<file path="config.mk">
export PLATFORM = sky130hd
export DESIGN_NAME = ga_run_ctrl_flat
export DESIGN_NICKNAME = d
export VERILOG_FILES = /design/src/rtl/ga_run_ctrl_if.sv /design/src/rtl/ga_run_ctrl.sv /design/src/flat_wrapper.sv
export SDC_FILE = /design/constraint.sdc
export NUM_CORES = 1
export LEC_CHECK = 0
export BUFFER_PORTS_ARGS = -buffer_cell sky130_fd_sc_hd__buf_2
export CORE_MARGIN = 10
export CORE_UTILIZATION = 55
export DETAILED_ROUTE_END_ITERATION = 7
export PLACE_DENSITY_LB_ADDON = 0.15
export SYNTH_ARGS = -nofsm -noshare
export SYNTH_HDL_FRONTEND = slang
export SYNTH_SLANG_ARGS = --single-unit
</file>
<file path="constraint.sdc">
create_clock -name clk -period 7.5 [get_ports clk]
set_input_delay 1.125 -clock clk [delete_from_list [all_inputs] [get_ports clk]]
set_output_delay 1.125 -clock clk [all_outputs]
set_load 0.05 [all_outputs]
</file>
<file path="src/rtl/ga_run_ctrl_if.sv">
// Signal bundle between ga_run_ctrl (master) and the host / GA datapath (slave).
// GA_RUN_CTRL_ABORT_EN adds the abort input.
interface ga_run_ctrl_if #(
  parameter int CHROM_W  = 8,
  parameter int FIT_W    = 27,
  parameter int ROUNDS_W = 16
);
  // host control
  logic                       start;
  logic [31:0]                seed_in;
  logic [ROUNDS_W-1:0]        num_rounds;
`ifdef GA_RUN_CTRL_ABORT_EN
  logic                       abort;
`endif
  // rng8 / fitness_function / selection side
  logic [31:0]                rng_seed;
  logic                       rng_reset;
  logic signed [CHROM_W-1:0]  chrom1_in;
  logic signed [CHROM_W-1:0]  chrom2_in;
  logic signed [FIT_W-1:0]    fitness1_in;
  logic signed [FIT_W-1:0]    fitness2_in;
  logic                       selected_in;
  // results
  logic                       winner_valid;
  logic signed [CHROM_W-1:0]  winner_chrom;
  logic signed [FIT_W-1:0]    winner_fitness;
  logic                       best_valid;
  logic signed [CHROM_W-1:0]  best_chrom;
  logic signed [FIT_W-1:0]    best_fitness;
  logic [ROUNDS_W-1:0]        round_count;
  logic                       busy;
  logic                       done;

  modport master (
`ifdef GA_RUN_CTRL_ABORT_EN
    input  abort,
`endif
    input  start, seed_in, num_rounds,
    input  chrom1_in, chrom2_in, fitness1_in, fitness2_in, selected_in,
    output rng_seed, rng_reset,
    output winner_valid, winner_chrom, winner_fitness,
    output best_valid, best_chrom, best_fitness,
    output round_count, busy, done
  );

  modport slave (
`ifdef GA_RUN_CTRL_ABORT_EN
    output abort,
`endif
    output start, seed_in, num_rounds,
    output chrom1_in, chrom2_in, fitness1_in, fitness2_in, selected_in,
    input  rng_seed, rng_reset,
    input  winner_valid, winner_chrom, winner_fitness,
    input  best_valid, best_chrom, best_fitness,
    input  round_count, busy, done
  );
endinterface

</file>
<file path="src/rtl/ga_run_ctrl.sv">
// GA tournament run controller: seeds rng8, issues N pairs, aligns fitness and
// selection, emits round winners and tracks the run's best. Option: GA_RUN_CTRL_ABORT_EN.
module ga_run_ctrl #(
  parameter int CHROM_W  = 8,
  parameter int FIT_W    = 27,
  parameter int ROUNDS_W = 16
) (
  input  logic          clk,
  input  logic          reset,
  ga_run_ctrl_if.master bus
);

  typedef enum logic [2:0] {IDLE, SEED, WAIT, RUN, DRAIN, DONE} state_t;

  state_t                     state, state_nxt;
  logic [31:0]                seed_q;
  logic [ROUNDS_W-1:0]        rounds_q;
  logic [ROUNDS_W-1:0]        issue_cnt;
  logic [1:0]                 drain_cnt;
  logic                       accept;
  logic                       issue;
  logic                       flush;

  logic                       s1_vld, s2_vld;
  logic signed [CHROM_W-1:0]  s1_c1, s1_c2, s2_c1, s2_c2;
  logic signed [FIT_W-1:0]    s2_f1, s2_f2;

  logic                       win_vld;
  logic signed [CHROM_W-1:0]  win_chrom;
  logic signed [FIT_W-1:0]    win_fit;
  logic                       best_vld;
  logic signed [CHROM_W-1:0]  best_chrom;
  logic signed [FIT_W-1:0]    best_fit;
  logic [ROUNDS_W-1:0]        rnd_cnt;

  assign accept = (state == IDLE) && bus.start;
  assign issue  = (state == RUN);

`ifdef GA_RUN_CTRL_ABORT_EN
  assign flush = bus.abort && (state != IDLE);
`else
  assign flush = 1'b0;
`endif

  // NOTE: every output of a combinational block gets a default first, so no path can infer a latch.
  always_comb begin
    state_nxt = state;
    unique case (state)
      IDLE:    if (bus.start) state_nxt = (bus.num_rounds == '0) ? DONE : SEED;
      SEED:    state_nxt = WAIT;
      WAIT:    state_nxt = RUN;
      RUN:     if (issue_cnt == rounds_q - ROUNDS_W'(1)) state_nxt = DRAIN;
      DRAIN:   if (drain_cnt == 2'd2) state_nxt = DONE;
      DONE:    state_nxt = IDLE;
      default: state_nxt = IDLE;
    endcase
    if (flush) state_nxt = IDLE;
  end

  // NOTE: sequential state uses non-blocking assignments so all registers update from pre-edge values.
  always_ff @(posedge clk or negedge reset) begin
    if (!reset) begin
      state     <= IDLE;
      seed_q    <= '0;
      rounds_q  <= '0;
      issue_cnt <= '0;
      drain_cnt <= '0;
    end else begin
      state     <= state_nxt;
      drain_cnt <= (state == DRAIN) ? drain_cnt + 2'd1 : 2'd0;
      if (accept) begin
        seed_q    <= bus.seed_in;
        rounds_q  <= bus.num_rounds;
        issue_cnt <= '0;
      end else if (issue) begin
        issue_cnt <= issue_cnt + ROUNDS_W'(1);
      end
    end
  end

  // Pair issued at t, fitness arrives at t+1, verdict at t+2, winner visible at t+3.
  always_ff @(posedge clk or negedge reset) begin
    if (!reset) begin
      s1_vld    <= 1'b0;
      s2_vld    <= 1'b0;
      win_vld   <= 1'b0;
      s1_c1     <= '0;
      s1_c2     <= '0;
      s2_c1     <= '0;
      s2_c2     <= '0;
      s2_f1     <= '0;
      s2_f2     <= '0;
      win_chrom <= '0;
      win_fit   <= '0;
    end else begin
      s1_vld  <= issue && !flush;
      s2_vld  <= s1_vld && !flush;
      win_vld <= s2_vld && !flush;
      if (issue) begin
        s1_c1 <= bus.chrom1_in;
        s1_c2 <= bus.chrom2_in;
      end
      if (s1_vld) begin
        s2_c1 <= s1_c1;
        s2_c2 <= s1_c2;
        s2_f1 <= bus.fitness1_in;
        s2_f2 <= bus.fitness2_in;
      end
      if (s2_vld) begin
        win_chrom <= bus.selected_in ? s2_c1 : s2_c2;
        win_fit   <= bus.selected_in ? s2_f1 : s2_f2;
      end
    end
  end

  // Strict signed compare: a tie keeps the earlier best.
  always_ff @(posedge clk or negedge reset) begin
    if (!reset) begin
      rnd_cnt    <= '0;
      best_vld   <= 1'b0;
      best_chrom <= '0;
      best_fit   <= '0;
    end else if (accept) begin
      rnd_cnt    <= '0;
      best_vld   <= 1'b0;
      best_chrom <= '0;
      best_fit   <= '0;
    end else if (win_vld) begin
      if (rnd_cnt != '1) rnd_cnt <= rnd_cnt + ROUNDS_W'(1);
      if (!best_vld || (win_fit > best_fit)) begin
        best_chrom <= win_chrom;
        best_fit   <= win_fit;
      end
      best_vld <= 1'b1;
    end
  end

  assign bus.rng_seed       = seed_q;
  assign bus.rng_reset      = (state == SEED);
  assign bus.busy           = (state != IDLE);
  assign bus.done           = (state == DONE);
  assign bus.winner_valid   = win_vld;
  assign bus.winner_chrom   = win_chrom;
  assign bus.winner_fitness = win_fit;
  assign bus.best_valid     = best_vld;
  assign bus.best_chrom     = best_chrom;
  assign bus.best_fitness   = best_fit;
  assign bus.round_count    = rnd_cnt;

endmodule
</file>
<file path="src/flat_wrapper.sv">
// flat-port wrapper written by rule: the top's interface ports become plain ports
module ga_run_ctrl_flat 
#(
  parameter int CHROM_W  = 8,
  parameter int FIT_W    = 27,
  parameter int ROUNDS_W = 16
)
  (clk, reset, bus_start, bus_seed_in, bus_num_rounds, bus_chrom1_in, bus_chrom2_in, bus_fitness1_in, bus_fitness2_in, bus_selected_in, bus_rng_seed, bus_rng_reset, bus_winner_valid, bus_winner_chrom, bus_winner_fitness, bus_best_valid, bus_best_chrom, bus_best_fitness, bus_round_count, bus_busy, bus_done);
  ga_run_ctrl_if #(.CHROM_W(CHROM_W), .FIT_W(FIT_W), .ROUNDS_W(ROUNDS_W)) bus_i ();
  input  logic clk;
  input  logic reset;
  input wire logic [$bits(bus_i.start)-1:0] bus_start;
  input wire logic [$bits(bus_i.seed_in)-1:0] bus_seed_in;
  input wire logic [$bits(bus_i.num_rounds)-1:0] bus_num_rounds;
  input wire logic [$bits(bus_i.chrom1_in)-1:0] bus_chrom1_in;
  input wire logic [$bits(bus_i.chrom2_in)-1:0] bus_chrom2_in;
  input wire logic [$bits(bus_i.fitness1_in)-1:0] bus_fitness1_in;
  input wire logic [$bits(bus_i.fitness2_in)-1:0] bus_fitness2_in;
  input wire logic [$bits(bus_i.selected_in)-1:0] bus_selected_in;
  output wire logic [$bits(bus_i.rng_seed)-1:0] bus_rng_seed;
  output wire logic [$bits(bus_i.rng_reset)-1:0] bus_rng_reset;
  output wire logic [$bits(bus_i.winner_valid)-1:0] bus_winner_valid;
  output wire logic [$bits(bus_i.winner_chrom)-1:0] bus_winner_chrom;
  output wire logic [$bits(bus_i.winner_fitness)-1:0] bus_winner_fitness;
  output wire logic [$bits(bus_i.best_valid)-1:0] bus_best_valid;
  output wire logic [$bits(bus_i.best_chrom)-1:0] bus_best_chrom;
  output wire logic [$bits(bus_i.best_fitness)-1:0] bus_best_fitness;
  output wire logic [$bits(bus_i.round_count)-1:0] bus_round_count;
  output wire logic [$bits(bus_i.busy)-1:0] bus_busy;
  output wire logic [$bits(bus_i.done)-1:0] bus_done;
  assign bus_i.start = bus_start;
  assign bus_i.seed_in = bus_seed_in;
  assign bus_i.num_rounds = bus_num_rounds;
  assign bus_i.chrom1_in = bus_chrom1_in;
  assign bus_i.chrom2_in = bus_chrom2_in;
  assign bus_i.fitness1_in = bus_fitness1_in;
  assign bus_i.fitness2_in = bus_fitness2_in;
  assign bus_i.selected_in = bus_selected_in;
  assign bus_rng_seed = bus_i.rng_seed;
  assign bus_rng_reset = bus_i.rng_reset;
  assign bus_winner_valid = bus_i.winner_valid;
  assign bus_winner_chrom = bus_i.winner_chrom;
  assign bus_winner_fitness = bus_i.winner_fitness;
  assign bus_best_valid = bus_i.best_valid;
  assign bus_best_chrom = bus_i.best_chrom;
  assign bus_best_fitness = bus_i.best_fitness;
  assign bus_round_count = bus_i.round_count;
  assign bus_busy = bus_i.busy;
  assign bus_done = bus_i.done;
  ga_run_ctrl #(.CHROM_W(CHROM_W), .FIT_W(FIT_W), .ROUNDS_W(ROUNDS_W)) u_core (.clk(clk), .reset(reset), .bus(bus_i));
endmodule
</file>
==> summary.md <==
| Metric | Value |
|---|---|
| Outcome | completed |
| Post-layout net count | approximately 1.5k |
| Count of hold-fix buffers inserted at cts | 0 |
| Cell with the largest stage delay on the worst path | sky130_fd_sc_hd__a31oi_4 |
| Root buffer cell | sky130_fd_sc_hd__clkbuf_16 |
| Unrepaired setup endpoints after global routing | no |
| Number of port buffers | 244 |
| Post-synth EDFFs | 0 |
| Number of resized instances in the post-cts repair step | 0 |
| Number of buffers created by CTS | 25 |
| Clock transition at path regs | approximately 60 ps |
| Min Tclk post-route | between 3000 and 4000 ps |
| Delay of the slowest cell on the worst path | 590 ps |
| Maximum clock frequency | 288 MHz |
| Via count | 8395 |
| Pleak | 6.93 nW |
| Power per cell area | 343 nW/µm² |
| Drt initial violations | 597 |
| Sort of element at the end of the critical path | register |
| Arrival time at the worst endpoint | 3900 ps |
| Post-layout instance area | 13500 µm² |
| Average routed wire per standard cell | roughly 17 µm |
| Sequential share of the synthesized area | 54.6% |
| Hold WC Path Type | reg2reg |
| Met3 track demand over resource in global routing | under 10% |
| Peak VDD IR | 0.269 mV |
| Vias per Instance | 5.21 |
| Max_cap viols | 0 |
| Startpoint-to-endpoint class of the critical path | reg2reg |
| Number of max-slew violations in the final report | 0 |
| Setup Skew | ~20 ps |
| Number of instances in the synthesized netlist | roughly 1.1k |
| Share of cells above drive strength 1 | 27.6% |
| Number of different library cells in the post-synthesis netlist | 48 |
| Routing usage on met2 | 33.6% |
| CP Cell Sequence | ha_1, nand4_1, nor4_1, and4_1, o311ai_0, a21o_1, a31oi_4, buf_4, mux2i_1 |
| Most used flip-flop cell after synthesis | sky130_fd_sc_hd__dfrtp_1 |
| Row count | 52 |
| Most congested layer reported by global routing | met2 |
| I/O pin cnt | 245 |
| Global-route wire length before repair | 43.8 mm |
| Buffers inserted by post-CTS timing repair | 0 |
| Number of inserted filler cells in the final layout | about 1.6k |
| Commonest cells after routing, fill and taps aside | 281 x sky130_fd_sc_hd__nand2_1, 243 x sky130_fd_sc_hd__buf_2, 243 x sky130_fd_sc_hd__dfrtp_1 |
| Number of clock sinks seen by CTS | 245 |
| Worst Hold Slack | 426 ps |
| Clock insertion delay at the later pin of the skew report | 520 ps |
| Final routed wirelength across all metal layers | about 27 mm |
| Flop and latch count out of synthesis | 245 |
| Die Y-Extent | 163 µm |
| Family with the most delay on the worst path | compound AO/OA/AOI/OAI gates |
| Die W | 163 µm |
| Routability congestion estimate | 0.832 |
| Biggest fanout along the worst timing path | 21 |
| Starting utilization of the core area | between 50 and 60% |
| Routed Antenna Nets | 0 |
| Area of placed instances | 12700 µm² |
| Clock tree from TritonCTS | built |
| Number of global-route vias before repair | around 8.5k |
| Final Setup Violations | 0 |
| Number of hold violations in the final report | 0 |
| Syn_nets | ~1.3k |
| Number of iterations in the first detailed-routing pass | 4 |
| Final sum of negative setup slack | 0 ps |
| Summed instance area of the synthesized netlist | 11200 µm² |
| Depth of the CTS H-tree | 1 |
| Actual slew at the worst max-slew pin | 1240 ps |
| Rel. slew slack | between 15 and 20% |
| DRC violations left | 0 |
| Core box area | 20200 µm² |
| Antenna violations before repair | 2 |
| Async set-reset flop share out of synthesis | 100% |
| GR Util All Layers | approximately 20% |
| Overall die area | 26500 µm² |
| Combined buffer and inverter count along the critical path | 1 |
| Core Util, Final | 66.8% |
| Buffers from clock root to sink, at most | 3 |
| Required time at the endpoint of the critical path | slightly below 8000 ps |
| Final clock period utilization by the worst path | 46.3% |
| Met1 GRT Util | 25.4% |
| Post-Syn Area per Cell | 10.2 µm² |
| Yosys warnings | 0 |
| Overflow left after global routing | 0 |
| R2R setup slack | a little over 4000 ps |
| Type of origin of the critical path | register |
| Pin count of the biggest net entering global routing | 134 |
| Post-synthesis to final-layout area growth | 20.0% |
| Most common cell after layout, fill and taps aside | sky130_fd_sc_hd__nand2_1 |
| Dpl hpwl | 19.0 mm |
sequential cells by signal, indices dropped and copies added, names as in the netlist, 16 cells and up:
| register | flops |
|---|---|
| u_core.bus.best_fitness | 27 |
| u_core.bus.rng_seed | 32 |
| u_core.bus.round_count | 16 |
| u_core.bus.winner_fitness | 27 |
| u_core.issue_cnt | 16 |
| u_core.rounds_q | 16 |
| u_core.s2_f1 | 27 |
| u_core.s2_f2 | 27 |
per-layer routing:
metal / vias to the layer above / wire [µm]
met5: - / 0
met4: 0 / 587
met3: 42 / 1490
met2: 198 / 13400
met1: 4053 / 11600
li1: 4102 / -
metrics by stage:
stage | power, mW | std cells | setup slack (ps)
6_report | 4.62 | 1611 | 4030
5_1_grt | 4.88 | 1611 | 3720
4_1_cts | 4.67 | 1609 | 4010
3_5_place_dp | 3.43 | 1564 | 4040
3_3_place_gp | 3.39 | 1564 | 4120
2_1_floorplan | 2.97 | 1098 | 4590
layout make-up:
cell class / instances / area, µm² / share of cell area (%)
antenna: 2 / 5.00 / 0.0371
tap: 270 / 338 / 2.51
clock inverter: 11 / 134 / 0.993
multi-input combinational: 755 / 4750 / 35.3
sequential: 245 / 6130 / 45.5
clock buffer: 34 / 669 / 4.97
timing repair buffer: 251 / 1280 / 9.52
inverter: 43 / 161 / 1.20
synthesized netlist by cell type (all sizes together) (2+ instances only):
cell	n	area (µm²)
ha	31	388
nor2b	3	18.8
nor4	8	56.3
nand3	9	45.0
nand4	18	113
a31oi	6	37.5
a211o	2	17.5
o21a	3	22.5
a21o	2	15.0
inv	43	161
nand2	282	1060
or4	2	18.8
nor2	81	304
mux2i	72	721
buf	11	47.5
xnor2	23	201
or3	8	55.1
nor3b	2	15.0
dfrtp	245	6130
nor3	11	55.1
clkbuf	44	165
mux2	71	800
xor2	23	201
a311oi	2	17.5
and4	2	17.5
nand3b	3	35.0
and2	3	18.8
and3	3	18.8
o311ai	2	17.5
o21ai	15	75.1
nand2b	2	12.5
a21oi	54	270
o211ai	2	15.0
where the power goes:
group	internal, mW	switching, mW
Sequential	1.55	0.201
Clock	0.728	0.501
Combinational	0.517	1.12
Total	2.80	1.83
worst register-to-register path, cell delays in order, from the launching register on:
cell                       delay, ps
sky130_fd_sc_hd__dfrtp_1         400
sky130_fd_sc_hd__ha_1            320
sky130_fd_sc_hd__nand4_1         150
sky130_fd_sc_hd__nor4_1          440
sky130_fd_sc_hd__and4_1          320
sky130_fd_sc_hd__o311ai_0        170
sky130_fd_sc_hd__a21o_1          220
sky130_fd_sc_hd__a31oi_4         590
sky130_fd_sc_hd__buf_4           500
sky130_fd_sc_hd__mux2i_1         260
path summary, 6_finish.rpt:
check,from,endpoint,cells past startpoint
min in group asynchronous,reset,u_core.bus.rng_seed[19],1
worst max register to register,u_core.bus.winner_fitness[25],u_core.bus.best_fitness[19],9
worst max-delay path,u_core.bus.winner_fitness[25],u_core.bus.best_fitness[19],9
worst min-delay path,u_core.drain_cnt[0],u_core.drain_cnt[0],1
worst min register to register,u_core.drain_cnt[0],u_core.drain_cnt[0],1
max in group asynchronous,reset,u_core.s2_vld,2
logic make-up (layout without fill, tap and decap cells):
family                     count (synthesis)  count (layout)  share of synthesized area, %
muxes                                    143             143                          13.5
DFF                                      245             245                          54.6
AOI/OAI and AO/OA                         94              94                          4.82
xor gates and xnor gates                  46              46                          3.59
and+or+nand+nor                          441             441                          16.7
other                                      0               2                             0
buffers and inverters                     98             339                          3.33
adders and majority gates                 31              31                          3.45
Power figures use the tool's default switching activity.
